[src/rtl/booth_mult.sv]
// booth_mult: sequential signed multiplier, radix-4 Booth, one digit per cycle
//   clock, reset (async, active-high)
//   data_operandA/B: two's-complement operands, sampled on the start edge
//   ctrl_MULT: start request, honoured in IDLE and DONE
//   data_result/data_exception: low product word and signed overflow, held until next DONE
//   data_resultRDY: one-cycle pulse in DONE; busy: high in RUN
module booth_mult #(
  parameter int WIDTH = 32
) (
  input  logic             clock,
  input  logic             reset,
  input  logic [WIDTH-1:0] data_operandA,
  input  logic [WIDTH-1:0] data_operandB,
  input  logic             ctrl_MULT,
  output logic [WIDTH-1:0] data_result,
  output logic             data_exception,
  output logic             data_resultRDY,
  output logic             busy
);
  localparam int AW = WIDTH + 2;
  localparam int PW = 2 * WIDTH + 3;
  localparam int CW = $clog2(WIDTH / 2 + 1);
  typedef enum logic [1:0] {IDLE, RUN, DONE} state_t;
  state_t state_q, state_d;
  logic [AW-1:0] a_q, a_d;
  logic [PW-1:0] p_q, p_d;
  logic [CW-1:0] cnt_q, cnt_d;
  logic [WIDTH-1:0] res_q, res_d;
  logic exc_q, exc_d;
  logic [AW-1:0] a2, digit, sum;
  logic [2*WIDTH-1:0] prod;
  logic start;
  always_comb begin
    start = ctrl_MULT && (state_q != RUN);
    a2 = {a_q[AW-2:0], 1'b0};
    unique case (p_q[2:0])
      3'b001, 3'b010: digit = a_q;
      3'b011:         digit = a2;
      3'b100:         digit = ~a2 + AW'(1);
      3'b101, 3'b110: digit = ~a_q + AW'(1);
      default:        digit = '0;
    endcase
    sum = p_q[PW-1 -: AW] + digit;
    // bits [2W:1] of the post-shift register, i.e. the product once the last digit is retired
    prod = {sum, p_q[WIDTH:3]};
    state_d = state_q;
    a_d = a_q;
    p_d = p_q;
    cnt_d = cnt_q;
    res_d = res_q;
    exc_d = exc_q;
    if (start) begin
      state_d = RUN;
      a_d = {{2{data_operandA[WIDTH-1]}}, data_operandA};
      p_d = {{AW{1'b0}}, data_operandB, 1'b0};
      cnt_d = CW'(WIDTH / 2);
    end else if (state_q == RUN) begin
      p_d = {{2{sum[AW-1]}}, sum, p_q[WIDTH:2]};
      cnt_d = cnt_q - CW'(1);
      if (cnt_q == CW'(1)) begin
        state_d = DONE;
        res_d = prod[WIDTH-1:0];
        exc_d = prod[2*WIDTH-1:WIDTH] != {WIDTH{prod[WIDTH-1]}};
      end
    end else if (state_q == DONE) begin
      state_d = IDLE;
    end
  end
  always_ff @(posedge clock or posedge reset) begin
    if (reset) begin
      state_q <= IDLE;
      a_q <= '0;
      p_q <= '0;
      cnt_q <= '0;
      res_q <= '0;
      exc_q <= 1'b0;
    end else begin
      state_q <= state_d;
      a_q <= a_d;
      p_q <= p_d;
      cnt_q <= cnt_d;
      res_q <= res_d;
      exc_q <= exc_d;
    end
  end
  assign data_result = res_q;
  assign data_exception = exc_q;
  assign data_resultRDY = state_q == DONE;
  assign busy = state_q == RUN;
endmodule

[config.mk]
export PLATFORM = sky130hd
export DESIGN_NAME = booth_mult
export DESIGN_NICKNAME = d
export VERILOG_FILES = /design/src/rtl/booth_mult.sv
export SDC_FILE = /design/constraint.sdc
export NUM_CORES = 1
export LEC_CHECK = 0
export ABC_AREA = 1
export BUFFER_PORTS_ARGS = -buffer_cell sky130_fd_sc_hd__buf_2
export CELL_PAD_IN_SITES_DETAIL_PLACEMENT = 1
export CELL_PAD_IN_SITES_GLOBAL_PLACEMENT = 1
export CORE_MARGIN = 2
export CORE_UTILIZATION = 43
export CTS_CLUSTER_SIZE = 10
export DETAILED_ROUTE_END_ITERATION = 10
export PLACE_DENSITY_LB_ADDON = 0.05
export SLEW_MARGIN = 10
export SYNTH_ARGS = -nofsm -noshare
export SYNTH_HDL_FRONTEND = slang
export SYNTH_SLANG_ARGS = --single-unit
[constraint.sdc]
create_clock -name clock -period 5.45 [get_ports clock]
set_clock_uncertainty 0.15 [all_clocks]
set_input_delay 1.09 -clock clock [delete_from_list [all_inputs] [get_ports clock]]
set_output_delay 1.09 -clock clock [all_outputs]
set_load 0.02 [all_outputs]
Word-level counts from Yosys, hierarchy flattened
Cells that the tools add are included.
{"block": "op_classes", "n_addsub": 4, "eq_ne": 12, "mux": 9, "bitwise": 3, "n_reduce_logical": 7}
{"op": "$pmux 34 s4", "n": 1}
{"op": "$mux 67", "n": 2}
{"op": "$add 34x1->34 const B", "n": 2}
{"op": "$not 34->34", "n": 2}
{"op": "$add 34x34->34", "n": 1}
{"op": "$ne 32x32->1", "n": 1}
{"op": "$mux 5", "n": 2}
{"op": "$eq 3x3->1 const B", "n": 3}
{"op": "$mux 2", "n": 4}
{"op": "$eq 3x2->1 const B", "n": 2}
{"op": "$eq 5x1->1 const B", "n": 1}
{"op": "$sub 5x1->5 const B", "n": 1}
{"op": "$reduce_or 2->1", "n": 2}
{"op": "$eq 3x1->1 const B", "n": 1}
{"op": "$ne 3x1->1 const B", "n": 1}
{"op": "$reduce_and 3->1", "n": 1}
{"op": "$reduce_bool 3->1", "n": 1}
{"op": "$eq 2x1->1 const B", "n": 1}
{"op": "$eq 2x2->1 const B", "n": 1}
{"op": "$ne 2x1->1 const B", "n": 1}
{"op": "$reduce_and 2->1", "n": 1}
{"op": "$reduce_bool 2->1", "n": 1}
{"op": "$logic_and 1x1->1", "n": 1}
{"op": "$not 1->1", "n": 1}
{"block": "word_totals", "ff_bits": 139, "in_bits": 67, "output_inout_bits": 35, "elab_cells": 41}

Depth between registers and ports, before layout
{"block": "logic_depth", "word_depth": 6, "ltp_mapped": 28, "ltp_nobuf": 28}

Worst setup path before layout
No wires, ideal clock.
{"block": "synth_timing", "path_kind": "register -> register", "from": "reg a_q[0]", "to": "reg exc_q, in the netlist data_exception", "setup_time_ns": 0.121, "arrival_time_ns": 3.338, "t_required_ns": 5.179, "path_slack_ns": 1.842, "stages_incl_launch_ff": 27, "path_buffers": 0, "synth_period_minus_slack_ns": 3.608, "path_cell_list": "dfrtp_1 > inv_1 > ha_1 > nand3_1 > inv_1 > nand2_4 > nor2_4 > nand2_2 > nor3_4 > xor2_1 > inv_1 > a221o_1 > ha_1 > nand2_1 > nor2_1 > inv_1 > nor3_1 > nand2_1 > and2_4 > nand2_1 > nand2_1 > nand2_1 > nand3_1 > nor2_1 > nand3_1 > nand2_1 > a21oi_1"}
{"block": "synth_via", "elab_chain_len": 5, "word_cells_on_any_way": 7, "cone_classes": "3 x add/sub; 1 x eq/ne; 1 x mux; 2 x bitwise"}
{"item": "from (decl)", "line": "25", "rtl": "logic [AW-1:0] a_q, a_d;"}
{"item": "from (signal assigned)", "line": "72", "rtl": "a_q <= '0;"}
{"item": "from (signal assigned)", "line": "79", "rtl": "a_q <= a_d;"}
{"item": "$not 34->34, on equally long branches", "line": "40, 39"}
{"item": "$add 34x1->34, on equally long branches", "line": "40, 39"}
{"item": "$pmux 34 s4 *", "line": "36", "rtl": "unique case (p_q[2:0])"}
{"item": "$add 34x34->34 *", "line": "43", "rtl": "sum = p_q[PW-1 -: AW] + digit;"}
{"item": "$ne 32x32->1 *", "line": "63", "rtl": "exc_d = prod[2*WIDTH-1:WIDTH] != {WIDTH{prod[WIDTH-1]}};"}
{"item": "to (signal assigned)", "line": "76", "rtl": "exc_q <= 1'b0;"}
{"item": "to (signal assigned)", "line": "83", "rtl": "exc_q <= exc_d;"}
{"item": "to (decl)", "line": "29", "rtl": "logic exc_q, exc_d;"}
Every way passes the cells marked *; elsewhere a longest branch is shown, timed or not.
A chain may end at the register's enable or synchronous reset.

Worst setup path after layout
Ends and elaborated chain as after synthesis.

==> flow_summary.ini <==
[setup_path]
critPathArrivalTime_ps = 4650
crit_cells = 23
rr_startpoint = a_q[0]$_DFFE_PP0P_
r2r_cells = 23
cp_max_fo = 6
critical_path.slowest_cell = ha_1
max_stage_delay_ps = 460
start_kind = register
worstPathRequired_ps = 5600
critical-path-top-delay-family = simple AND/OR/NAND/NOR gates
critPathKind = register to register
path_cells = inv_1 > ha_1 > nand3_1 > inv_1 > nand4_1 > nand2_1 > inv_1 > a221oi_1 > o21ai_0 > ha_1 > nand2_1 > inv_1 > nand2_1 > nor2_1 > nand3b_1 > nand4_1 > nand3_1 > nor2_1 > nand2_1 > nor2_1 > nor2_1 > nor2_1 > a21oi_1
startpoint = a_q[0]$_DFFE_PP0P_
crit_top_cell = nor2_1
setup.worst_path.end_class = register
worst-path-buf-inv = 4

[clocking]
worstSkewPairLatency_ps = 430
cts_setup_buffers = 0
cts_hold_buf = 0
cts_buffers = 17
cts_root_buf = clkbuf_16
cts_buffer_depth = 2
htree_num_levels = 4
cts_resized = 0
clk_pin_slew_ps = 70
cts.sinks = 137
cts_tree = done

[synthesis]
seq_area_frac_synth_pct = 34.7
ys_seq_elements = 137
synth_xor_area_share_pct = 3.63
yosys.area.top_type = dfrtp_1
synthAdderAreaFrac_pct = 5.01
synth-main-ff-cell = dfrtp_1
synth_mux_area_share_pct = 0
synth_compound_area_share_pct = 15.4
ys_async_sr_fraction_pct = 100
synth_top_family_by_area = simple AND/OR/NAND/NOR gates
synthDistinctLibCells = 45
synth_top_area_share_pct = 34.7
synth_edf_count = 0
synth_cells = 1449
ys_top_cells_by_area = dfrtp_1 35%, nand2_1 18%, inv_1 8.7%
yosys.area_share.simple_pct = 30.9
yosysWarningCount = 0
avgSynthCellArea_um2 = 6.82
synth_nets = 1555
syn_area_um2 = 9890

[sta]
hold_violations = 0
setup_tns_ps = 0
rsz0062_at_grt = false
slew_headroom_pct = 34.7
report.final.slew_viol_count = 0
max_freq_mhz = 222
post-route-period-util_pct = 82.5
period_needed_ps = 4500
finalSetupViolations = 0
tightest_slew_ps = 980

[die]
die_y_um = 156
dieArea_um2 = 24200
die_w_um = 156
core_um2 = 22600
io_pins = 102
row_count = 55
initial_core_util_pct = 43.7

[placement]
hpwlAfterDp_um = 25000
dp_cells = 1806
gp_congestion = 0.881
port_buffers = 101

[global_routing]
grt_pass1_wl_um = 53100
grt_use_met2_pct = 48.5
grt_use_met1_pct = 35.6
grtUsageTotal_pct = 27.9
grt_pass1_vias = 10317
grt-busiest-layer = met2
grt_max_degree = 103
met3_usage_pct = 5.06
antenna_found_initial = 6
grt_overflow = 0

[routing]
drtIter0Drc = 463
firstDrtPassIters = 6
wl_per_cell_um = 17.9
vias_per_cell = 5.38
vias = 9897
wl_um = 32900
drc = 0
final_antenna_net_count = 0

[run_status]
status = finished clean

[final_layout]
nNetsFinal = 1646
stdcell_count = 1840
areaGrowthSynthToFinish_pct = 14.3
drive_above_1_share_pct = 11.9
final_util_pct = 49.9

[flow_run]
drv_cap = 0

[worst_hold_path]
hp-class = register to register
min_delay_path_depth = 2
worstHoldStart = data_result[6]$_DFFE_PP0P_
==> worst register-to-register path, stage by stage (launching register included) <==
cell and delay [ps]:
dfrtp_1 420, inv_1 130, ha_1 190, nand3_1 110, inv_1 150, nand4_1 180, nand2_1 140, inv_1 50
a221oi_1 250, o21ai_0 220, ha_1 460, nand2_1 120, inv_1 90, nand2_1 90, nor2_1 330, nand3b_1 230
nand4_1 170, nand3_1 100, nor2_1 190, nand2_1 80, nor2_1 160, nor2_1 70, nor2_1 190, a21oi_1 100
==> synthesized netlist by cell type, types with 5 or more instances <==
master	count
xor2_1	34
nand3b_1	7
nand2_2	7
xnor2_1	7
clkbuf_1	35
dfrtp_1	137
ha_1	38
buf_1	5
a21oi_1	36
nor2_1	106
nor2_4	6
inv_1	230
nand2_1	463
o21ai_0	112
a221o_1	16
o22ai_1	23
nand3_2	10
o221ai_1	33
nand3_1	69
nand4_1	24
nor3_1	10
==> metrics by stage <==
stage / hold WS, ps / worst slack [ps] / cell area [um^2]
final: 337 / 951 / 11300
after global routing: 367 / 548 / 11300
after CTS: 336 / 1010 / 11300
after detailed placement: 319 / 1030 / 10700
after global placement: 312 / 1090 / 10700
after floorplan: 302 / 542 / 9890
==> flip-flops by register name, indices dropped and copies added (netlist names) <==
register	count
p_q	65
a_q	32
data_result	32
cnt_q	5
state_q	2
data_exception	1
==> layout make-up <==
type,instances,area (um^2)
diodes,3,7.51
clock buffers,17,425
clock inverters,14,161
fillers,3039,11300
inverters,232,876
multi-input cells,1039,5460
flip-flops and latches,137,3430
well taps,285,357
repair buffers,113,596
==> path summary, 6_finish.rpt <==
check | to | slack [ps]
hold / removal | data_result[6]$_DFFE_PP0P_ | 340
hold reg to reg | data_result[6]$_DFFE_PP0P_ | 340
max in group asynchronous | p_q[32]$_DFFE_PP0P_ | 3320
min in group asynchronous | p_q[35]$_DFFE_PP0P_ | 740
setup / recovery | data_exception$_DFFE_PP0P_ | 950
setup reg to reg | data_exception$_DFFE_PP0P_ | 950
==> cells in the final DEF, fill, tap and decap left out, types with 4 or more instances in the layout <==
master     instances
o21ai_0          112
ha_1              38
xnor2_1            7
nand3_2           11
inv_6              7
nand3_1           68
a221o_1           16
o221ai_1          33
a221oi_1           4
buf_4             12
nor2_4             8
o22ai_1           23
nand2_2            7
buf_2            101
clkbuf_16         17
o21bai_1           4
and2_1             4
nand4_1           24
a21oi_1           36
nand2_1          463
nor3_1            10
nand3b_1           7
xor2_1            34
nor2_1           103
inv_1            228
dfrtp_1          137
==> logic make-up (layout without fill, tap and decap cells) <==
| family | count (synthesis) | in the layout |
|---|---|---|
| compound gates | 243 | 243 |
| simple gates | 716 | 716 |
| other cells | 0 | 3 |
| xor+xnor | 41 | 41 |
| flops | 137 | 137 |
| fa+ha+maj | 39 | 39 |
| buf+inv | 273 | 376 |
==> routing by layer <==
layer,share of wire (%),vias up
met2,48,175
li1,-,4882
met5,0.12,-
met1,45,4785
met4,2.3,8
met3,4.4,47
Power is left out: the tool's default activity adds up to more than one toggle a clock period on the data nets, which glitch-free logic cannot reach.
